--- src/rtl/imem_loader.sv ---
// -----------------------------------------------------------------------------
// imem_loader
//
// Boot-time writer for the instruction RAM of the single-cycle MIPS core.
// A big-endian program image arrives one byte at a time. Every four bytes are
// packed into a 32-bit instruction word. Each word is written into the RAM
// through its synchronous write port. The processor is held in reset until the
// whole image has been written.
//
// Ports
//   clk          clock; every register and the RAM write port use posedge clk
//   reset        asynchronous, active-high; restarts the load from word 0
//   start        single-cycle pulse; restarts a load from DONE or ERR only
//   in_valid     byte source holds a byte on in_data/in_last
//   in_data      image byte; the first byte of each word is instr[31:24]
//   in_last      marks in_data as the final byte of the image
//   in_ready     loader takes the presented byte on this cycle's edge
//   imem_we      RAM write enable; high only in WRITE
//   imem_wa      RAM word address (low bits of the word pointer)
//   imem_wd      RAM write data (the assembled word)
//   cpu_reset    processor reset; high until a load completes successfully
//   done         image loaded successfully
//   error        image malformed (partial final word, or overflow)
//   word_count   number of words written in the current load
//   dbg_state_o  current FSM state (0 LOAD, 1 WRITE, 2 DONE, 3 ERR)
//
// Handshake: a byte transfers on a rising clk edge exactly when in_valid and
// in_ready are both high during the preceding cycle. While in_ready is low the
// source keeps in_valid, in_data and in_last stable, so no byte is ever lost.
// A byte offered during the WRITE cycle transfers in the next LOAD cycle.
// -----------------------------------------------------------------------------
module imem_loader #(
    parameter int ADDR_WIDTH = 6
) (
    input  logic                  clk,
    input  logic                  reset,
    input  logic                  start,
    input  logic                  in_valid,
    input  logic [7:0]            in_data,
    input  logic                  in_last,
    output logic                  in_ready,
    output logic                  imem_we,
    output logic [ADDR_WIDTH-1:0] imem_wa,
    output logic [31:0]           imem_wd,
    output logic                  cpu_reset,
    output logic                  done,
    output logic                  error,
    output logic [ADDR_WIDTH:0]   word_count,
    output logic [1:0]            dbg_state_o
);

    typedef enum logic [1:0] {
        S_LOAD  = 2'd0,
        S_WRITE = 2'd1,
        S_DONE  = 2'd2,
        S_ERR   = 2'd3
    } state_t;

    // The word pointer is one bit wider than the RAM address. This lets
    // word_count report a completely full RAM (2^ADDR_WIDTH words).
    localparam logic [ADDR_WIDTH:0] WP_LAST = {1'b0, {ADDR_WIDTH{1'b1}}};
    localparam logic [ADDR_WIDTH:0] WP_ONE  = 1;

    state_t                state_q;
    logic [1:0]            bc_q;          // bytes already packed into sr_q
    logic [31:0]           sr_q;          // word assembly shift register
    logic [ADDR_WIDTH:0]   wp_q;          // next RAM word to write
    logic                  last_seen_q;   // the word in sr_q ends the image

    logic                  accept;

    assign accept = in_valid & in_ready;

    // All outputs are decoded directly from the state register. in_ready is
    // also masked by reset, so no byte can be taken while reset is asserted.
    assign in_ready    = (state_q == S_LOAD) & ~reset;
    assign imem_we     = (state_q == S_WRITE);
    assign imem_wa     = wp_q[ADDR_WIDTH-1:0];
    assign imem_wd     = sr_q;
    assign cpu_reset   = (state_q != S_DONE);
    assign done        = (state_q == S_DONE);
    assign error       = (state_q == S_ERR);
    assign word_count  = wp_q;
    assign dbg_state_o = state_q;

    always_ff @(posedge clk or posedge reset) begin
        if (reset) begin
            state_q     <= S_LOAD;
            bc_q        <= 2'd0;
            sr_q        <= 32'd0;
            wp_q        <= '0;
            last_seen_q <= 1'b0;
        end else begin
            // accept can only be high in LOAD, so the shift is independent
            // of the state decode below.
            if (accept) begin
                sr_q <= {sr_q[23:0], in_data};
                bc_q <= bc_q + 2'd1;
            end

            case (state_q)
                S_LOAD: begin
                    if (accept) begin
                        if (bc_q == 2'd3) begin
                            state_q     <= S_WRITE;
                            last_seen_q <= in_last;
                        end else if (in_last) begin
                            // Image ended inside a word; nothing is written.
                            state_q <= S_ERR;
                        end
                    end
                end

                S_WRITE: begin
                    wp_q <= wp_q + WP_ONE;
                    bc_q <= 2'd0;
                    // A last word landing in the final slot is a clean finish.
                    // Only a non-final word there overflows the RAM. That
                    // word is still written before the error is raised.
                    if (last_seen_q) begin
                        state_q <= S_DONE;
                    end else if (wp_q == WP_LAST) begin
                        state_q <= S_ERR;
                    end else begin
                        state_q <= S_LOAD;
                    end
                end

                S_DONE, S_ERR: begin
                    if (start) begin
                        wp_q        <= '0;
                        bc_q        <= 2'd0;
                        last_seen_q <= 1'b0;
                        state_q     <= S_LOAD;
                    end
                end

                default: state_q <= S_LOAD;
            endcase
        end
    end

endmodule

--- config.mk ---
export PLATFORM = sky130hd
export DESIGN_NAME = imem_loader
export DESIGN_NICKNAME = d
export VERILOG_FILES = /design/src/rtl/imem_loader.sv
export SDC_FILE = /design/constraint.sdc
export NUM_CORES = 1
export LEC_CHECK = 0
export CAP_MARGIN = 40
export CORE_MARGIN = 2
export CORE_UTILIZATION = 45
export DETAILED_ROUTE_END_ITERATION = 16
export GPL_TIMING_DRIVEN = 0
export PLACE_DENSITY = 0.86
export SLEW_MARGIN = 10
export SYNTH_ARGS = -nofsm -noshare
export SYNTH_HDL_FRONTEND = slang
export SYNTH_SLANG_ARGS = --single-unit
--- constraint.sdc ---
create_clock -name clk -period 1.9 [get_ports clk]
set_input_delay 0.38 -clock clk [delete_from_list [all_inputs] [get_ports clk]]
set_output_delay 0.38 -clock clk [all_outputs]
set_load 0.01 [all_outputs]
==> metrics.cfg, run 1 <==
[route]
drt-pass1-iter-count = 4
drc_errors = 0
routed_wl_mm = 4.14
vias = 1401
drt_iter0_markers = 86
antenna_left = 0
routedWlPerCell_um = 15.6
drt-vias-per-instance = 5.29

[yosys]
synth_top_area_share_pct = 58.0
synth_area_leaders = dfrtp_1 (58%), mux2_2 (19%), buf_4 (2.8%), buf_6 (1.8%), nand2_1 (1.4%)
syn_inst = 143
ys_ff_latch = 44
synth_most_common_cell = dfrtp_1
avgSynthCellArea_um2 = 13.3
ys_seq_area_share_pct = 58.0
synth_area_um2 = 1900
yosys.cell_types.count = 27
ys_warn_count = 0
yosysTopAreaCell = dfrtp_1
async_flop_share_pct = 100
syn-num-nets = 158
synth_edf_count = 0
synth_commonest_cells = dfrtp_1 (44), mux2_2 (32), buf_4 (7), nand2_1 (7), inv_1 (6)
ys.flop_type = dfrtp_1

[place]
place_area_um2 = 2620
port_buffers = 64
gp_congestion = 0.840
post-dp-hpwl_mm = 3.00
pre_cts_ws_ns = -0.186

[setup_path]
crit_arrival_ns = 1.42
crit_family = buffers and inverters
cp-start-kind = register
path_cells = buf_4 > nand2b_4 > inv_1 > dlygate4sd2_1
worst-path-max-fanout = 10
critPathMaxStageDelay_ns = 0.41
worstSetupPathType = reg -> out
crit_path_top_delay_cell = dfrtp_1
cp_num_buf_inv = 3
cp_data_required_time_ns = 1.52
critPathCaptureType = primary output

[clock_network]
cts_buffer_depth = 2
numCtsBuffers = 5
cts_root_buf = clkbuf_8
cts_tree = done
clk_latency_ns = 0.29
htreeDepth = 2
clk_pin_slew_ns = 0.08
cts_hold_buffers = 0
numClockSinks = 44

[timing]
holdWs_ns = 0.366
min_period_ns = 1.80
setup_tns_ns = 0
fmax_mhz = 555
slew_headroom_pct = 64.2
rsz0062_at_grt = true
tightestPinTransition_ns = 0.522
fin_crit_sh_pct = 94.8
fin_worst_skew_ns = 0.00496
slew_violations = 0
finalSetupViolations = 0
final.setup.worst_slack_ns = 0.0995
hold_violations = 0

[pwr]
ir_drop_v = 0.000702
leakage_nw = 1.21
p_per_area_nw_per_um2 = 1530

[global_route]
grt_max_degree = 40
grt.total_usage_pct = 18.7
grt_pass1_wl_mm = 6.43
antenna_found_initial = 0
grt_pass1_vias = 1306
grt_overflow = 0

[floorplan]
start_util_pct = 47.1
die_y_um = 68.9
dieArea_um2 = 4750
fp.dieW_um = 68.9
placementRows = 23
ioPinCount = 65
coreArea_um2 = 4030

[layout]
antenna_cells = 0
design_area_um2 = 2760
fin_util_pct = 68.6
drive_above_1_share_pct = 25.6
nets = 230
syn_to_final_growth_pct = 45.6

[status]
run_status = finished clean

[min_path]
hp-class = in -> async

[job]
maxCapViolations = 0

-- where the power goes --
group	switching, mW	internal, mW
registers	0.288	1.33
logic	0.648	1.12
clock network	0.312	0.518
total	1.25	2.97
-- logic make-up after synthesis --
group,count (synthesis),synth area share [%]
flip-flops,44,58.0
multiplexers,34,20.1
AND/OR/NAND/NOR,28,8.05
buffers and inverters,18,6.27
AO/OA/AOI/OAI,15,5.34
XOR/XNOR,2,0.924
adder cells (fa/ha/maj),2,1.32
-- per-layer routing --
layer  part of all wire, %  global-route usage [%]  vias to the layer above
met4                   1.4                    6.86                        0
met3                   4.3                    4.87                        4
met5                     0                       0                        -
li1                      -                       -                      639
met2                    53                    31.1                       49
met1                    42                    23.5                      709
-- layout by cell type (no fill, tap or decap), types with 3 or more instances in the layout --
| cell type | synthesis | routed |
|---|---|---|
| nand2_1 | 7 | 7 |
| nor2_1 | 3 | 3 |
| and2_1 | 3 | 3 |
| or4_1 | 3 | 3 |
| nand3_1 | 4 | 4 |
| inv_1 | 6 | 5 |
| clkdlybuf4s50_1 | 0 | 59 |
| mux2_2 | 32 | 32 |
| o31ai_1 | 3 | 3 |
| o21ai_0 | 4 | 4 |
| dlygate4sd2_1 | 0 | 3 |
| buf_6 | 3 | 3 |
| a21oi_1 | 3 | 3 |
| dfrtp_1 | 44 | 44 |
| clkbuf_8 | 0 | 5 |
| buf_4 | 7 | 8 |
-- metrics by stage --
stage / cells / total power [mW]
detailed placement: 258 / 3.43
finish: 265 / 4.22
floorplan: 143 / 2.39
global route: 265 / 4.48
CTS: 265 / 4.25
global placement: 257 / 3.36
-- worst paths after layout --
kind	endpoint	depth (start not counted)	slack (ns)	from
max	imem_we	4	0.1	dbg_state_o[1]$_DFFE_PP0P_
min	imem_wd[5]$_DFFE_PP0P_	2	0.37	reset
max reg2reg	imem_wd[9]$_DFFE_PP0P_	5	0.14	dbg_state_o[0]$_DFFE_PP0P_
min reg2reg	imem_wd[28]$_DFFE_PP0P_	1	0.51	imem_wd[28]$_DFFE_PP0P_
max in group asynchronous	imem_wd[4]$_DFFE_PP0P_	3	1.10	reset
min in group clk	imem_wd[28]$_DFFE_PP0P_	1	0.51	imem_wd[28]$_DFFE_PP0P_
-- sequential cells by signal, indices dropped and copies added, names as in the netlist --
register     flops
imem_wd         32
word_count       7
bc_q             2
dbg_state_o      2
last_seen_q      1
-- worst reg2reg max path, stage by stage (launching register included) --
cell and delay (ns):
dfrtp_1 0.38, buf_4 0.17, nor4b_1 0.27, clkbuf_4 0.29, buf_6 0.19, mux2_2 0.35
-- what timing repair did --
action,4_1_cts,5_1_grt
buffers inserted,0,0
pin swaps,0,0
resized for setup,5,4
setup endpoints to repair,5,28
-- area by class of cell --
cell class	instances	area (um2)
buffer	12	101
clock buffer	5	68.8
clock inverter	2	60.1
fill	295	1270
inverter	6	22.5
multi-input combinational	81	684
sequential	44	1100
tap	50	62.6
timing repair buffer	65	662
Power figures use the tool's default switching activity.
==> inputs of run 2 (changes only) <==
CELL_PAD_IN_SITES_DETAIL_PLACEMENT = 0   (was not set)
CELL_PAD_IN_SITES_GLOBAL_PLACEMENT = 1   (was not set)
CORE_UTILIZATION = 38   (was 45)
PLACE_DENSITY = 0.92   (was 0.86)
clock period = 2.33 ns   (was 1.9 ns; I/O delays follow)
==> run 2 against run 1 <==
Compared with the run above: final area fell by 1.4%; register-to-register slack improved by 0.36 ns; global-route usage fell by 3.9 points; routed wire length fell by 6.7%; final cell count rose by 6.4%; clock skew rose by 0.0053 ns; non-clock buffer count did not move; critical endpoint unchanged; via count fell by 3.5%; setup slack improved by 0.016 ns; die area rose by 17%; core utilization fell by 11 points.
==> metrics.cfg, run 2 (synthesis results as in run 1) <==
[status]
run_status = finished clean

[floorplan]
dieArea_um2 = 5570  ; +17%
fp.dieW_um = 74.7  ; +8.3%
placementRows = 25  ; +8.7%
start_util_pct = 39.9  ; -7.2 points
ioPinCount = 65  ; unchanged
die_y_um = 74.7  ; +8.3%
coreArea_um2 = 4750  ; +18%

[clock_network]
numCtsBuffers = 5  ; unchanged
cts_buffer_depth = 2  ; unchanged
cts_root_buf = clkbuf_8
clk_latency_ns = 0.29  ; about the same
cts_tree = done
htreeDepth = 2  ; unchanged
clk_pin_slew_ns = 0.08  ; about the same
cts_hold_buffers = 0  ; unchanged
numClockSinks = 44  ; unchanged

[setup_path]
cp_data_required_time_ns = 1.86  ; +0.34 ns
cp-start-kind = register
critPathCaptureType = primary output
crit_family = buffers and inverters
path_cells = buf_4 > nand2b_2 > inv_1 > clkdlybuf4s50_1
r2r_cells = 5  ; unchanged
r2r_slack_ns = 0.50  ; +0.36 ns
r2r_end = imem_wd[18]$_DFFE_PP0P_
worstSetupPathType = reg -> out
critPathMaxStageDelay_ns = 0.54  ; +0.13 ns
worst-path-max-fanout = 10  ; unchanged
crit_arrival_ns = 1.75  ; +0.33 ns
cp-endpoint = imem_we
cp-startpoint = dbg_state_o[1]$_DFFE_PP0P_
crit_cells = 4  ; unchanged
reg2reg_from = dbg_state_o[0]$_DFFE_PP0P_
cp_num_buf_inv = 3  ; unchanged
crit_path_top_delay_cell = clkdlybuf4s50_1

[timing]
slew_violations = 0  ; unchanged
setup_tns_ns = 0  ; unchanged
min_period_ns = 2.21
fin_worst_skew_ns = 0.0103  ; +0.00532 ns
final.setup.worst_slack_ns = 0.115  ; +0.0158 ns
rsz0062_at_grt = false
slew_headroom_pct = 66.2  ; +2.0 points
finalSetupViolations = 0  ; unchanged
tightestPinTransition_ns = 0.493  ; -0.0290 ns
fin_crit_sh_pct = 95.1
hold_violations = 0  ; unchanged
fmax_mhz = 452

[route]
drc_errors = 0  ; unchanged
vias = 1352  ; -3.5%
drt-vias-per-instance = 4.79  ; -9.3%
drt_iter0_markers = 61  ; -29%
antenna_left = 0  ; unchanged
routedWlPerCell_um = 13.7  ; -12%
drt-pass1-iter-count = 4  ; unchanged
routed_wl_mm = 3.86  ; -6.7%

[layout]
antenna_cells = 0  ; unchanged
drive_above_1_share_pct = 25.6  ; unchanged
mostFrequentLayoutCell = clkdlybuf4s50_1
syn_to_final_growth_pct = 43.7
nets = 230  ; unchanged
largest_register_ffs = 32  ; unchanged
final_cell_mix = clkdlybuf4s50_1 (64), dfrtp_1 (44), mux2_2 (32)

[place]
port_buffers = 64  ; unchanged
gp_congestion = 0.771  ; -8.3%
pre_cts_ws_ns = 0.137  ; +0.324 ns
post-dp-hpwl_mm = 2.86  ; -4.7%

[pwr]
p_int_mw = 2.21  ; -26%
p_clk_share_pct = 14.3  ; -5.4 points
p_sw_share_pct = 30.9  ; +1.3 points
leakage_nw = 1.15  ; -4.9%
pwr-share-comb_pct = 45.0  ; +3.0 points
power_switching_mw = 0.989  ; -21%
p_per_area_nw_per_um2 = 1170  ; -23%
sequentialPowerShare_pct = 40.8  ; +2.4 points
ir_drop_v = 0.000576  ; -18%

[global_route]
grt_pass1_vias = 1317  ; +0.84%
grt_max_degree = 33  ; -18%
grt_overflow = 0  ; unchanged
grt.total_usage_pct = 14.8  ; -3.9 points
grt_pass1_wl_mm = 6.20  ; -3.6%
antenna_found_initial = 0  ; unchanged

[min_path]
hp-class = in -> async

[job]
maxCapViolations = 0  ; unchanged

## run 2: changes by cell type in the layout (fill, tap and decap cells not counted), sizes merged
cell and change:
bufinv -2, clkbuf -1, dlygate4sd2 -3, clkinvlp +1
clkdlybuf4s50 +5, clkinv +1, dlymetal6s2s -2, buf +1
## run 2: layout make-up
cell class | instances | area [um2]
fillers | 430 | 2030
flip-flops and latches | 44 | 1100
multi-input cells | 81 | 679
repair buffers | 65 | 661
plain buffers | 12 | 96.3
well taps | 67 | 83.8
clock buffers | 5 | 68.8
inverters | 6 | 22.5
clock inverters | 2 | 12.5
## run 2: power groups by stage
stage          registers, mW  clock network (mW)  logic (mW)
2_1_floorplan           1.43                   0       0.514
3_3_place_gp            1.31                   0        1.43
3_5_place_dp            1.32                   0        1.45
4_1_cts                 1.31               0.464        1.46
5_1_grt                 1.36               0.498        1.55
6_report                1.30               0.456        1.44
## run 2: repair_timing
action,CTS,global route
buffers inserted,0,0
resized for setup,0,1
setup endpoints to repair,0,1
## run 2: metrics by stage
step           cell area (um2)  hold WS, ns  util, %  std cells  total power [mW]
5_1_grt                   2730        0.528     57.3        282              3.40
3_5_place_dp              2640        0.495     55.6        275              2.78
3_3_place_gp              2620        0.489     55.1        274              2.74
4_1_cts                   2720        0.499     57.3        282              3.23
2_1_floorplan             1900        0.490        -        143              1.95
6_report                  2730        0.492     57.3        282              3.20
## run 2: worst min-delay path by stage
stage / to
floorplan: bc_q[1]$_DFF_PP0_
global placement: imem_wd[28]$_DFFE_PP0P_
detailed placement: imem_wd[27]$_DFFE_PP0P_
CTS: dbg_state_o[1]$_DFFE_PP0P_
global route: imem_wd[27]$_DFFE_PP0P_
finish: dbg_state_o[0]$_DFFE_PP0P_
## run 2: worst reg2reg max path, delay by kind of cell (launching register included)
kind,cells,cell delay (ns)
flip-flops,1,0.38
AND/OR/NAND/NOR,1,0.27
buffers and inverters,3,0.73
multiplexers,1,0.34
## run 2: routing by layer
layer	up-vias	track usage [%]	wire length (um)
met5	-	0	0
met4	0	5.36	59
met3	6	3.61	147
met2	35	23.6	1920
met1	672	19.9	1730
li1	639	-	-
==> inputs of run 3 (changes only) <==
CAP_MARGIN = 0   (was 40)
CORE_ASPECT_RATIO = 1.25   (was not set)
==> run 3 against run 2 <==
Compared with the run above: combinational power about the same; first-iteration DRC count up 11%; critical path depth unchanged; global-route usage about the same; sequential share of layout area down 0.37 points; worst hold slack better by 0.015 ns; clock skew down 0.0040 ns; routed wire length down 1.4%; sequential power about the same; power up 3.1%; critical endpoint unchanged; largest cell class unchanged; largest power group unchanged.
==> metrics.cfg, run 3 (synthesis results as in run 1) <==
[setup_path]
worstSetupPathType = reg -> out
crit_arrival_ns = 1.76  ; about the same
reg2reg_from = dbg_state_o[0]$_DFFE_PP0P_
cp_data_required_time_ns = 1.86  ; about the same
worst-path-max-fanout = 10  ; unchanged
cp-start-kind = register
critPathCaptureType = primary output
cp-startpoint = dbg_state_o[1]$_DFFE_PP0P_

[layout]
antenna_cells = 0  ; unchanged
final_cell_mix = clkdlybuf4s50_1 (64), dfrtp_1 (44), mux2_2 (32)
drive_above_1_share_pct = 25.5  ; -0.12 points
mostFrequentLayoutCell = clkdlybuf4s50_1
syn_to_final_growth_pct = 45.0
largest_register_ffs = 32  ; unchanged
nets = 230  ; unchanged
stdcell_count = 276  ; -2.1%

[route]
drt_iter0_markers = 68  ; +11%
drc_errors = 0  ; unchanged
drt-vias-per-instance = 4.92  ; +2.6%
antenna_left = 0  ; unchanged
vias = 1358  ; +0.44%
drt-pass1-iter-count = 4  ; unchanged
routed_wl_mm = 3.81  ; -1.4%
routedWlPerCell_um = 13.8  ; +0.74%

[clock_network]
cts_buffer_depth = 2  ; unchanged
numCtsBuffers = 5  ; unchanged
clk_latency_ns = 0.29  ; about the same
htreeDepth = 2  ; unchanged
clk_pin_slew_ns = 0.08  ; about the same
cts_tree = done
cts_root_buf = clkbuf_8
numClockSinks = 44  ; unchanged

[timing]
slew_headroom_pct = 65.9  ; -0.24 points
fin_worst_skew_ns = 0.00629  ; -0.00398 ns
tightestPinTransition_ns = 0.497  ; +0.00346 ns
hold_violations = 0  ; unchanged
holdWs_ns = 0.507  ; +0.0148 ns
fmax_mhz = 450  ; -0.29%
slew_violations = 0  ; unchanged
fin_crit_sh_pct = 95.3  ; +0.27 points
finalSetupViolations = 0  ; unchanged
min_period_ns = 2.22  ; +0.00637 ns
rsz0062_at_grt = false

[pwr]
leakage_nw = 1.17  ; +1.6%
p_per_area_nw_per_um2 = 1200  ; +2.2%
ir_drop_v = 0.000686  ; +19%

[floorplan]
ioPinCount = 65  ; unchanged
coreArea_um2 = 4760  ; +0.21%
start_util_pct = 39.8  ; -0.084 points
die_y_um = 83.0  ; +11%
placementRows = 28  ; +12%
fp.dieW_um = 67.2  ; -10%
dieArea_um2 = 5580  ; about the same

[place]
port_buffers = 64  ; unchanged
placed_cells = 268  ; -2.5%
gp_congestion = 0.729  ; -5.4%
post-dp-hpwl_mm = 2.85  ; -0.24%

[min_path]
hp-class = reg -> reg
min_from = imem_wd[27]$_DFFE_PP0P_

[status]
run_status = finished clean

[global_route]
grt_max_degree = 25  ; -24%
grt_overflow = 0  ; unchanged
grt_pass1_wl_mm = 6.37  ; +2.8%
grt_pass1_vias = 1375  ; +4.4%
antenna_found_initial = 0  ; unchanged
grt.total_usage_pct = 14.8  ; about the same

[job]
maxCapViolations = 0  ; unchanged

[run 3: path summary, 6_finish.rpt]
path,slack [ns],depth (start not counted),endpoint
setup / recovery,0.11,4,imem_we
hold / removal,0.51,1,imem_wd[27]$_DFFE_PP0P_
setup reg to reg,0.52,5,imem_wd[9]$_DFFE_PP0P_
hold reg to reg,0.51,1,imem_wd[27]$_DFFE_PP0P_
max in group asynchronous,1.26,3,imem_wd[9]$_DFFE_PP0P_
min in group asynchronous,0.59,2,dbg_state_o[1]$_DFFE_PP0P_
[run 3: power breakdown]
| part | total (mW) | internal [mW] | switching [mW] |
|---|---|---|---|
| Sequential | 1.31 | 1.08 | 0.221 |
| Combinational | 1.43 | 0.921 | 0.506 |
| Clock | 0.563 | 0.318 | 0.245 |
[run 3: layer usage]
layer / track usage, % / up-vias / share of wire [%]
li1: - / 642 / -
met1: 17.9 / 663 / 41
met2: 24.6 / 49 / 50
met3: 5.28 / 4 / 7.6
met4: 3.90 / 0 / 0.76
met5: 0 / - / 0
[run 3: layout make-up]
type                    count  area [um2]
repair buffers             65         668
multi-input cells          81         679
plain buffers              12        96.3
clock buffers               6        72.6
flip-flops and latches     44        1100
well taps                  60        75.1
clock inverters             2        35.0
inverters                   6        22.5
fillers                   431        2010
[run 3: critical path: stages, from the launching register on]
cell             delay, ns
dfrtp_1               0.40
buf_4                 0.17
nand2b_2              0.23
inv_1                 0.12
clkdlybuf4s50_1       0.54
[run 3: metrics by stage]
stage | power [mW] | utilization [%] | setup TNS, ns | setup WS (ns) | cell area (um2)
CTS | 3.35 | 57.7 | 0 | 0.0606 | 2750
global placement | 2.74 | 54.8 | -7.93 | -0.555 | 2610
floorplan | 1.95 | - | 0 | 0.347 | 1900
finish | 3.30 | 57.7 | 0 | 0.109 | 2750
global route | 3.52 | 57.7 | 0 | 0.0190 | 2750
detailed placement | 2.77 | 55.4 | 0 | 0.135 | 2640
[run 3: timing repair]
item	4_1_cts	5_1_grt
setup buffers	0	0
resized for setup	0	1
hold buffers	0	0
hold endpoints to repair	0	0
endpoints found under the setup margin	0	1
